<file path="src/rtl/hybrid_brent_kung_cla_adder_if.sv">
// Operand/result bundle for the hybrid Brent-Kung/CLA adder.
// The master drives the operands; the slave (adder) returns the registered result.
interface hybrid_brent_kung_cla_adder_if #(
  parameter int N = 16
);
  logic [N-1:0] A;
  logic [N-1:0] B;
  logic         Cin;
  logic [N-1:0] Sum;
  logic         Cout;

  modport master (
    output A, B, Cin,
    input  Sum, Cout
  );

  modport slave (
    input  A, B, Cin,
    output Sum, Cout
  );
endinterface

</file>
<file path="src/rtl/hybrid_brent_kung_cla_adder.sv">
// Registered N-bit adder: CLA inside each group, Brent-Kung prefix across groups.
// Cin is folded into group 0, so prefix slot k yields the carry out of group k.
module hybrid_brent_kung_cla_adder #(
  parameter int N          = 16,
  parameter int GROUP_SIZE = 4
) (
  input logic                           clk,
  input logic                           rst,
  hybrid_brent_kung_cla_adder_if.slave  bus
);

  localparam int M   = N / GROUP_SIZE;
  localparam int LOG = (M > 1) ? $clog2(M) : 0;
  localparam int L   = 1 << LOG;

  logic [N-1:0] g;
  logic [N-1:0] p;
  logic [N-1:0] c;
  logic [M-1:0] gg;
  logic [M-1:0] gp;
  logic [L-1:0] pg;
  logic [L-1:0] pp;
  logic [M:0]   gc;

  logic [N-1:0] sum_d;
  logic [N-1:0] sum_q;
  logic         cout_d;
  logic         cout_q;

  always_comb begin : grp
    logic gterm;
    g     = bus.A & bus.B;
    p     = bus.A ^ bus.B;
    gg    = '0;
    gp    = '0;
    gterm = 1'b0;
    for (int k = 0; k < M; k++) begin
      gp[k] = 1'b1;
      for (int j = 0; j < GROUP_SIZE; j++) begin
        gp[k] = gp[k] & p[k*GROUP_SIZE+j];
        gterm = g[k*GROUP_SIZE+j];
        for (int m = j + 1; m < GROUP_SIZE; m++)
          gterm = gterm & p[k*GROUP_SIZE+m];
        gg[k] = gg[k] | gterm;
      end
    end
  end

  // Padding slots carry (G=0,P=0) and never reach a real group's carry.
  always_comb begin : pfx
    pg        = '0;
    pp        = '0;
    pg[M-1:0] = gg;
    pp[M-1:0] = gp;
    pg[0]     = gg[0] | (gp[0] & bus.Cin);
    pp[0]     = 1'b0;
    for (int d = 0; d < LOG; d++) begin
      for (int i = (2 << d) - 1; i < L; i += (2 << d)) begin
        pg[i] = pg[i] | (pp[i] & pg[i-(1<<d)]);
        pp[i] = pp[i] & pp[i-(1<<d)];
      end
    end
    for (int d = LOG - 2; d >= 0; d--) begin
      for (int i = (3 << d) - 1; i < L; i += (2 << d)) begin
        pg[i] = pg[i] | (pp[i] & pg[i-(1<<d)]);
        pp[i] = pp[i] & pp[i-(1<<d)];
      end
    end
    gc[0]   = bus.Cin;
    gc[M:1] = pg[M-1:0];
  end

  // Every bit carry is a flat sum of products from the group carry-in.
  always_comb begin : cla
    logic cterm;
    c     = '0;
    cterm = 1'b0;
    for (int k = 0; k < M; k++) begin
      for (int j = 0; j < GROUP_SIZE; j++) begin
        cterm = gc[k];
        for (int m = 0; m < j; m++)
          cterm = cterm & p[k*GROUP_SIZE+m];
        c[k*GROUP_SIZE+j] = cterm;
        for (int m = 0; m < j; m++) begin
          cterm = g[k*GROUP_SIZE+m];
          for (int q = m + 1; q < j; q++)
            cterm = cterm & p[k*GROUP_SIZE+q];
          c[k*GROUP_SIZE+j] = c[k*GROUP_SIZE+j] | cterm;
        end
      end
    end
  end

  assign sum_d  = p ^ c;
  assign cout_d = gc[M];

  always_ff @(posedge clk) begin
    if (rst) begin
      sum_q  <= '0;
      cout_q <= 1'b0;
    end else begin
      sum_q  <= sum_d;
      cout_q <= cout_d;
    end
  end

  assign bus.Sum  = sum_q;
  assign bus.Cout = cout_q;

endmodule

</file>
<file path="src/flat_wrapper.sv">
// flat-port wrapper written by rule: the top's interface ports become plain ports
module hybrid_brent_kung_cla_adder_flat 
#(
  parameter int N          = 16,
  parameter int GROUP_SIZE = 4
)
  (clk, rst, bus_A, bus_B, bus_Cin, bus_Sum, bus_Cout);
  hybrid_brent_kung_cla_adder_if #(.N(N)) bus_i ();
  input logic clk;
  input logic rst;
  input wire logic [$bits(bus_i.A)-1:0] bus_A;
  input wire logic [$bits(bus_i.B)-1:0] bus_B;
  input wire logic [$bits(bus_i.Cin)-1:0] bus_Cin;
  output wire logic [$bits(bus_i.Sum)-1:0] bus_Sum;
  output wire logic [$bits(bus_i.Cout)-1:0] bus_Cout;
  assign bus_i.A = bus_A;
  assign bus_i.B = bus_B;
  assign bus_i.Cin = bus_Cin;
  assign bus_Sum = bus_i.Sum;
  assign bus_Cout = bus_i.Cout;
  hybrid_brent_kung_cla_adder #(.N(N), .GROUP_SIZE(GROUP_SIZE)) u_core (.clk(clk), .rst(rst), .bus(bus_i));
endmodule
</file>
<file path="config.mk">
export PLATFORM = sky130hd
export DESIGN_NAME = hybrid_brent_kung_cla_adder_flat
export DESIGN_NICKNAME = d
export VERILOG_FILES = /design/src/rtl/hybrid_brent_kung_cla_adder_if.sv /design/src/rtl/hybrid_brent_kung_cla_adder.sv /design/src/flat_wrapper.sv
export SDC_FILE = /design/constraint.sdc
export NUM_CORES = 1
export LEC_CHECK = 0
export CAP_MARGIN = 25
export CELL_PAD_IN_SITES_DETAIL_PLACEMENT = 0
export CELL_PAD_IN_SITES_GLOBAL_PLACEMENT = 2
export CORE_MARGIN = 2
export CORE_UTILIZATION = 25
export DETAILED_ROUTE_END_ITERATION = 7
export GPL_TIMING_DRIVEN = 0
export PLACE_DENSITY_LB_ADDON = 0.1
export SLEW_MARGIN = 20
export SYNTH_ARGS = -nofsm -noshare
export SYNTH_HDL_FRONTEND = slang
export SYNTH_SLANG_ARGS = --single-unit
</file>
<file path="constraint.sdc">
create_clock -name clk -period 5.8 [get_ports clk]
set_input_delay 0.58 -clock clk [delete_from_list [all_inputs] [get_ports clk]]
set_output_delay 0.58 -clock clk [all_outputs]
set_load 0.01 [all_outputs]
</file>
==> impl_metrics.env, run 1 <==
export IMPL_min_period_ns=3.00
export IMPL_grt_overflow_total=0
export IMPL_synth_top_family_by_area="adder cells"
export IMPL_path_cells="clkdlybuf4s50_1, ha_1, a21oi_1, nor2_1, nor3_4, inv_2, o2bb2ai_2, or2_1, ha_1, o21ai_0, nand2b_1, a21oi_1, xor2_1, nor2_1"
export IMPL_netlist_area_sq_um=1110
export IMPL_power_switching_mw=0.102
export IMPL_n_antenna_cell=0
export IMPL_yosysSeqAreaShare_pct=30.6
export IMPL_synth_top_cell_area_share_pct=30.6
export IMPL_synth_cells=115
export IMPL_core_sq_um=4320
export IMPL_crit_fanout=3
export IMPL_numClockSinks=17
export IMPL_cts_hold_buf=0
export IMPL_p_leak_nw=0.711
export IMPL_design_area_sq_um=1720
export IMPL_grt_pass1_vias=947
export IMPL_cellPowerDensity_nw_per_um2=211
export IMPL_synth_area_top_cells="dfxtp_1 31%, ha_1 22%, fa_1 7.2%"
export IMPL_hold_path_depth=2
export IMPL_cts_buffer_depth=2
export IMPL_critPathBufInv=2
export IMPL_synthAdderAreaFrac_pct=29.7
export IMPL_crit_family="simple AND/OR/NAND/NOR gates"
export IMPL_worst_pin_slew_ns=0.515
export IMPL_hold_class="input port to flop"
export IMPL_grt_total_usage_pct=10.3
export IMPL_slew_violations=0
export IMPL_synth_area_mux_share_pct=0
export IMPL_rows=24
export IMPL_cts_tree="built"
export IMPL_synthesis_nets=174
export IMPL_routedWlPerCell_um=10.9
export IMPL_gp_congestion=0.717
export IMPL_antenna_found_initial=0
export IMPL_yosys_warnings=0
export IMPL_port_buffers=50
export IMPL_grt_pass1_wl_um=4090
export IMPL_synth_simple_area_share_pct=15.4
export IMPL_dr_pass1_iters=4
export IMPL_cts_setup_buffers=0
export IMPL_yosys_register_bits=17
export IMPL_slowest_stage="clkdlybuf4s50_1"
export IMPL_route_final_wire_length_um=2400
export IMPL_vias=933
export IMPL_hold_viol_final=0
export IMPL_antenna_left=0
export IMPL_nFillCells=443
export IMPL_synth_xor_area_share_pct=9.44
export IMPL_slew_headroom_pct=65.7
export IMPL_critical_path_required_ns=5.92
export IMPL_setup_viol=0
export IMPL_fin_hold_ws_ns=0.677
export IMPL_start_util_pct=25.8
export IMPL_max_cap_viol_count=0
export IMPL_critPathKind="input port to flop"
export IMPL_setup_worst_path_start_class="input port"
export IMPL_synth_compound_area_share_pct=12.6
export IMPL_drc_errors=0
export IMPL_multi_input_area_sq_um=747
export IMPL_rsz0062_at_grt="no"
export IMPL_die_height_um=70.7
export IMPL_cts_root_buf="clkbuf_8"
export IMPL_hpwlAfterDp_um=2050
export IMPL_synth_distinct_cells=23
export IMPL_tns_ns=0
export IMPL_ctsResizeCount=0
export IMPL_drt_iter0_markers=34
export IMPL_regArea_sq_um=340
export IMPL_outcome="complete, no violations"
export IMPL_cp_num_cells=14
export IMPL_internal_power_mw=0.261
export IMPL_avgSynthCellArea_sq_um=9.68
export IMPL_timing_final_crit_share_pct=51.8
export IMPL_placed_area_sq_um=1680
export IMPL_dieArea_sq_um=5000
export IMPL_path_clk_slew_ns=0.07
export IMPL_vias_per_cell=4.22
export IMPL_area_growth_pct=54.8
export IMPL_combPwrFrac_pct=38.0
export IMPL_switching_share_pct=28.1
export IMPL_ioPinCount=52
export IMPL_drive_gt1_share_pct=4.73
export IMPL_htreeDepth=1
export IMPL_slowest_delay_ns=0.43
export IMPL_die_w_um=70.7
export IMPL_grt_start_max_net_pins=11
export IMPL_worstSetupEndpointType="flop"
export IMPL_yosysTopAreaCell="dfxtp_1"
export IMPL_clockPowerShare_pct=24.4
export IMPL_nets=229
export IMPL_max_vdd_ir_drop_uv=70.3
export IMPL_cts_buffers=3
export IMPL_max_freq_mhz=333
export IMPL_seq_power_share_pct=37.6
export IMPL_arrival_ns=3.12
synthesized netlist by cell type:
cell type   n
a211oi_1    1
a211oi_4    1
a21oi_1    10
a21oi_2     1
clkbuf_1    2
dfxtp_1    17
fa_1        4
ha_1       20
inv_1       4
inv_2       1
nand2_1     3
nand2b_1    4
nand3_1     1
nand4_1     3
nor2_1     17
nor2b_1     4
nor3_4      1
o21ai_0     6
o2bb2ai_2   1
o31a_1      1
or2_1       1
xnor2_1     7
xor2_1      5
area by class of cell:
class | instances | area share (%)
Inverter | 5 | 1.09
Clock buffer | 4 | 2.61
Buffer | 2 | 0.435
Multi-Input combinational cell | 91 | 43.3
Sequential cell | 17 | 19.7
Tap cell | 52 | 3.77
Timing Repair Buffer | 50 | 29.0
cells by family (layout without fill, tap and decap cells):
group,count (synthesis),after routing
and+or+nand+nor,34,34
adders and majority gates,24,24
DFF,17,17
AOI/OAI and AO/OA,21,21
buffers and inverters,7,61
xor gates and xnor gates,12,12
registers in the layout, summed over array words and instances (netlist names):
signal	flops
u_core.bus.Cout	1
u_core.bus.Sum	16
layout by cell type (no fill, tap or decap), drive strengths merged:
| master | count |
|---|---|
| o2bb2ai | 1 |
| o21ai | 6 |
| nand3 | 1 |
| xnor2 | 7 |
| ha | 20 |
| nand2b | 4 |
| xor2 | 5 |
| nand4 | 3 |
| nor2b | 4 |
| or2 | 1 |
| inv | 5 |
| a21oi | 11 |
| dfxtp | 17 |
| fa | 4 |
| clkbuf | 6 |
| a211oi | 2 |
| nor3 | 1 |
| nand2 | 3 |
| nor2 | 17 |
| o31a | 1 |
| clkdlybuf4s50 | 50 |
power by group through the flow:
stage | Combinational, mW | Clock [mW] | Sequential, mW
2_1_floorplan | 0.0648 | 0 | 0.148
3_3_place_gp | 0.140 | 0 | 0.139
3_5_place_dp | 0.140 | 0 | 0.140
4_1_cts | 0.141 | 0.0931 | 0.137
5_1_grt | 0.155 | 0.0994 | 0.138
6_report | 0.138 | 0.0886 | 0.137
per-layer routing:
metal	vias up	part of all wire [%]	GRT usage, %
met3	2	4.7	1.99
met1	408	45	12.1
met2	26	49	18.1
met4	0	1.3	4.40
met5	-	0	0
li1	497	-	-
path summary, 6_finish.rpt:
kind  startpoint            endpoint
max     bus_B[0]  u_core.bus.Sum[15]
min          rst   u_core.bus.Sum[5]
metrics by stage:
step / total power [mW] / utilization [%] / instances / setup WS [ns]
floorplan: 0.213 / - / 115 / 3.22
global placement: 0.279 / 38.8 / 217 / 2.49
detailed placement: 0.280 / 38.8 / 217 / 2.52
CTS: 0.371 / 39.9 / 221 / 2.77
global route: 0.392 / 39.9 / 221 / 2.55
finish: 0.364 / 39.9 / 221 / 2.80
Note: power is estimated with default switching activity, not from simulation.
==> run 2: changes to the inputs <==
--- a/config.mk
+++ b/config.mk
@@ -9,7 +9,7 @@
 export CELL_PAD_IN_SITES_DETAIL_PLACEMENT = 0
 export CELL_PAD_IN_SITES_GLOBAL_PLACEMENT = 2
 export CORE_MARGIN = 2
-export CORE_UTILIZATION = 25
+export CORE_UTILIZATION = 23
 export DETAILED_ROUTE_END_ITERATION = 7
 export GPL_TIMING_DRIVEN = 0
 export PLACE_DENSITY_LB_ADDON = 0.1
==> constraint.sdc (replaced) <==
create_clock -name clk -period 2.9 [get_ports clk]
set_input_delay 0.29 -clock clk [delete_from_list [all_inputs] [get_ports clk]]
set_output_delay 0.29 -clock clk [all_outputs]
set_load 0.01 [all_outputs]
==> run 2 against run 1 <==
- final area up 0.58%
- combinational power up 100%
- total power up 100%
- global-route usage down 0.55 points
- largest power group unchanged
==> impl_metrics.env, run 2 (synthesis gave the netlist of run 1 again) <==
export IMPL_internal_power_mw=0.524
export IMPL_dr_pass1_iters=4
export IMPL_die_height_um=73.6
export IMPL_setup_viol=0
export IMPL_min_period_ns=2.66
export IMPL_path_clk_slew_ns=0.07
export IMPL_dp_cells=219
export IMPL_cts_root_buf="clkbuf_8"
export IMPL_largest_register_ffs=16
export IMPL_antenna_found_initial=0
export IMPL_worstSetupStartpoint="bus_B[0]"
export IMPL_htreeDepth=1
export IMPL_grt_pass1_vias=917
export IMPL_p_leak_nw=0.712
export IMPL_arrival_ns=2.78
export IMPL_critical_path_required_ns=3.02
export IMPL_vias=945
export IMPL_hold_viol_final=0
export IMPL_setup_worst_path_start_class="input port"
export IMPL_grt_overflow_total=0
export IMPL_grt_total_usage_pct=9.70
export IMPL_slew_headroom_pct=64.5
export IMPL_slew_violations=0
export IMPL_routedWlPerCell_um=10.9
export IMPL_rsz0062_at_grt="no"
export IMPL_dieArea_sq_um=5410
export IMPL_drc_errors=0
export IMPL_worstSetupEndpointType="flop"
export IMPL_setup_slack_ns=0.243
export IMPL_port_buffers=50
export IMPL_switching_share_pct=28.8
export IMPL_fin_cells=223
export IMPL_combPwrFrac_pct=38.1
export IMPL_clockPowerShare_pct=24.9
export IMPL_max_vdd_ir_drop_uv=184
export IMPL_cts_tree="built"
export IMPL_power_switching_mw=0.212
export IMPL_hp_start="rst"
export IMPL_seq_power_share_pct=37.1
export IMPL_cellPowerDensity_nw_per_um2=425
export IMPL_layout_commonest_cell="clkdlybuf4s50_1"
export IMPL_grt_start_max_net_pins=11
export IMPL_gp_congestion=0.707
export IMPL_antenna_left=0
export IMPL_die_w_um=73.6
export IMPL_placed_area_sq_um=1680
export IMPL_max_cap_viol_count=0
export IMPL_pre_cts_slack_ns=-0.0719
export IMPL_n_antenna_cell=0
export IMPL_timing_final_crit_share_pct=91.6
export IMPL_core_sq_um=4690
export IMPL_crit_fanout=3
export IMPL_drive_gt1_share_pct=5.92
export IMPL_design_area_sq_um=1730
export IMPL_numClockSinks=17
export IMPL_hpwlAfterDp_um=2100
export IMPL_ioPinCount=52
export IMPL_tns_ns=0
export IMPL_outcome="complete, no violations"
export IMPL_nFillCells=489
export IMPL_nets=229
export IMPL_area_growth_pct=55.7
export IMPL_grt_pass1_wl_um=4020
export IMPL_rows=25
export IMPL_worst_pin_slew_ns=0.532
export IMPL_layout_common_cells="50 x clkdlybuf4s50_1, 20 x ha_1, 17 x nor2_1, 17 x dfxtp_1, 8 x a21oi_1"
export IMPL_cts_setup_buffers=0
export IMPL_start_util_pct=23.7
export IMPL_cts_buffer_depth=2
export IMPL_hold_class="input port to flop"
export IMPL_max_freq_mhz=376
export IMPL_critPathKind="input port to flop"
export IMPL_drt_iter0_markers=33
export IMPL_route_final_wire_length_um=2440
export IMPL_cts_buffers=3
export IMPL_vias_per_cell=4.24
==> run 2: cell count changes in the layout (fill, tap and decap cells not counted) <==
| cell | previous run | this run |
|---|---|---|
| a21oi_1 | 10 | 8 |
| a21oi_2 | 1 | 3 |
==> run 2: path summary, 6_finish.rpt <==
check | end | cells after the start | slack (ns)
worst max-delay path | u_core.bus.Sum[15] | 14 | 0.24
worst min-delay path | u_core.bus.Sum[2] | 2 | 0.40
==> run 2: cell type report <==
type	instances	area, sq um	share of cell area, %
Inverter	5	18.8	1.08
Multi-Input combinational cell	91	754	43.5
Buffer	2	7.51	0.433
Sequential cell	17	340	19.6
Clock buffer	4	45.0	2.60
Timing Repair Buffer	50	500	28.9
Tap cell	54	67.6	3.90
==> run 2: metrics by stage <==
stage	util (%)	power [mW]	hold slack [ns]
after floorplan	-	0.425	0.556
after global placement	35.8	0.561	0.693
after detailed placement	35.8	0.561	0.686
after CTS	36.8	0.747	0.421
after global routing	37.0	0.792	0.425
final	37.0	0.736	0.397
==> run 2: power groups by stage <==
| stage | Combinational (mW) | Clock [mW] | Sequential [mW] |
|---|---|---|---|
| finish | 0.280 | 0.183 | 0.273 |
| global route | 0.313 | 0.203 | 0.276 |
| CTS | 0.283 | 0.190 | 0.273 |
| detailed placement | 0.282 | 0 | 0.279 |
| global placement | 0.284 | 0 | 0.278 |
| floorplan | 0.130 | 0 | 0.296 |
==> run 2: repair_timing <==
action | in CTS | in global routing
endpoints found under the setup margin | 0 | 1
hold buffers | 0 | 0
resized for setup | 0 | 2
==> run 2: critical path, stage by stage <==
cell and delay (ns):
clkdlybuf4s50_1 0.43, ha_1 0.34, a21oi_2 0.14, nor2_1 0.08
nor3_4 0.19, inv_2 0.08, o2bb2ai_2 0.13, or2_1 0.27
ha_1 0.20, o21ai_0 0.14, nand2b_1 0.12, a21oi_2 0.16
xor2_1 0.16, nor2_1 0.05
==> run 2: layer usage <==
metal	track usage [%]	part of all wire, %
met1	12.1	45
met3	2.74	7.2
met2	15.9	47
met5	0	0
met4	3.64	0.70
==> run 3: changes to the inputs <==
--- a/config.mk
+++ b/config.mk
@@ -10,6 +10,7 @@
 export CELL_PAD_IN_SITES_GLOBAL_PLACEMENT = 2
 export CORE_MARGIN = 2
 export CORE_UTILIZATION = 23
+export CTS_CLUSTER_DIAMETER = 60
 export DETAILED_ROUTE_END_ITERATION = 7
 export GPL_TIMING_DRIVEN = 0
 export PLACE_DENSITY_LB_ADDON = 0.1
==> results of run 3 <==
Final layout, timing and power as in run 2 (identical DEF).
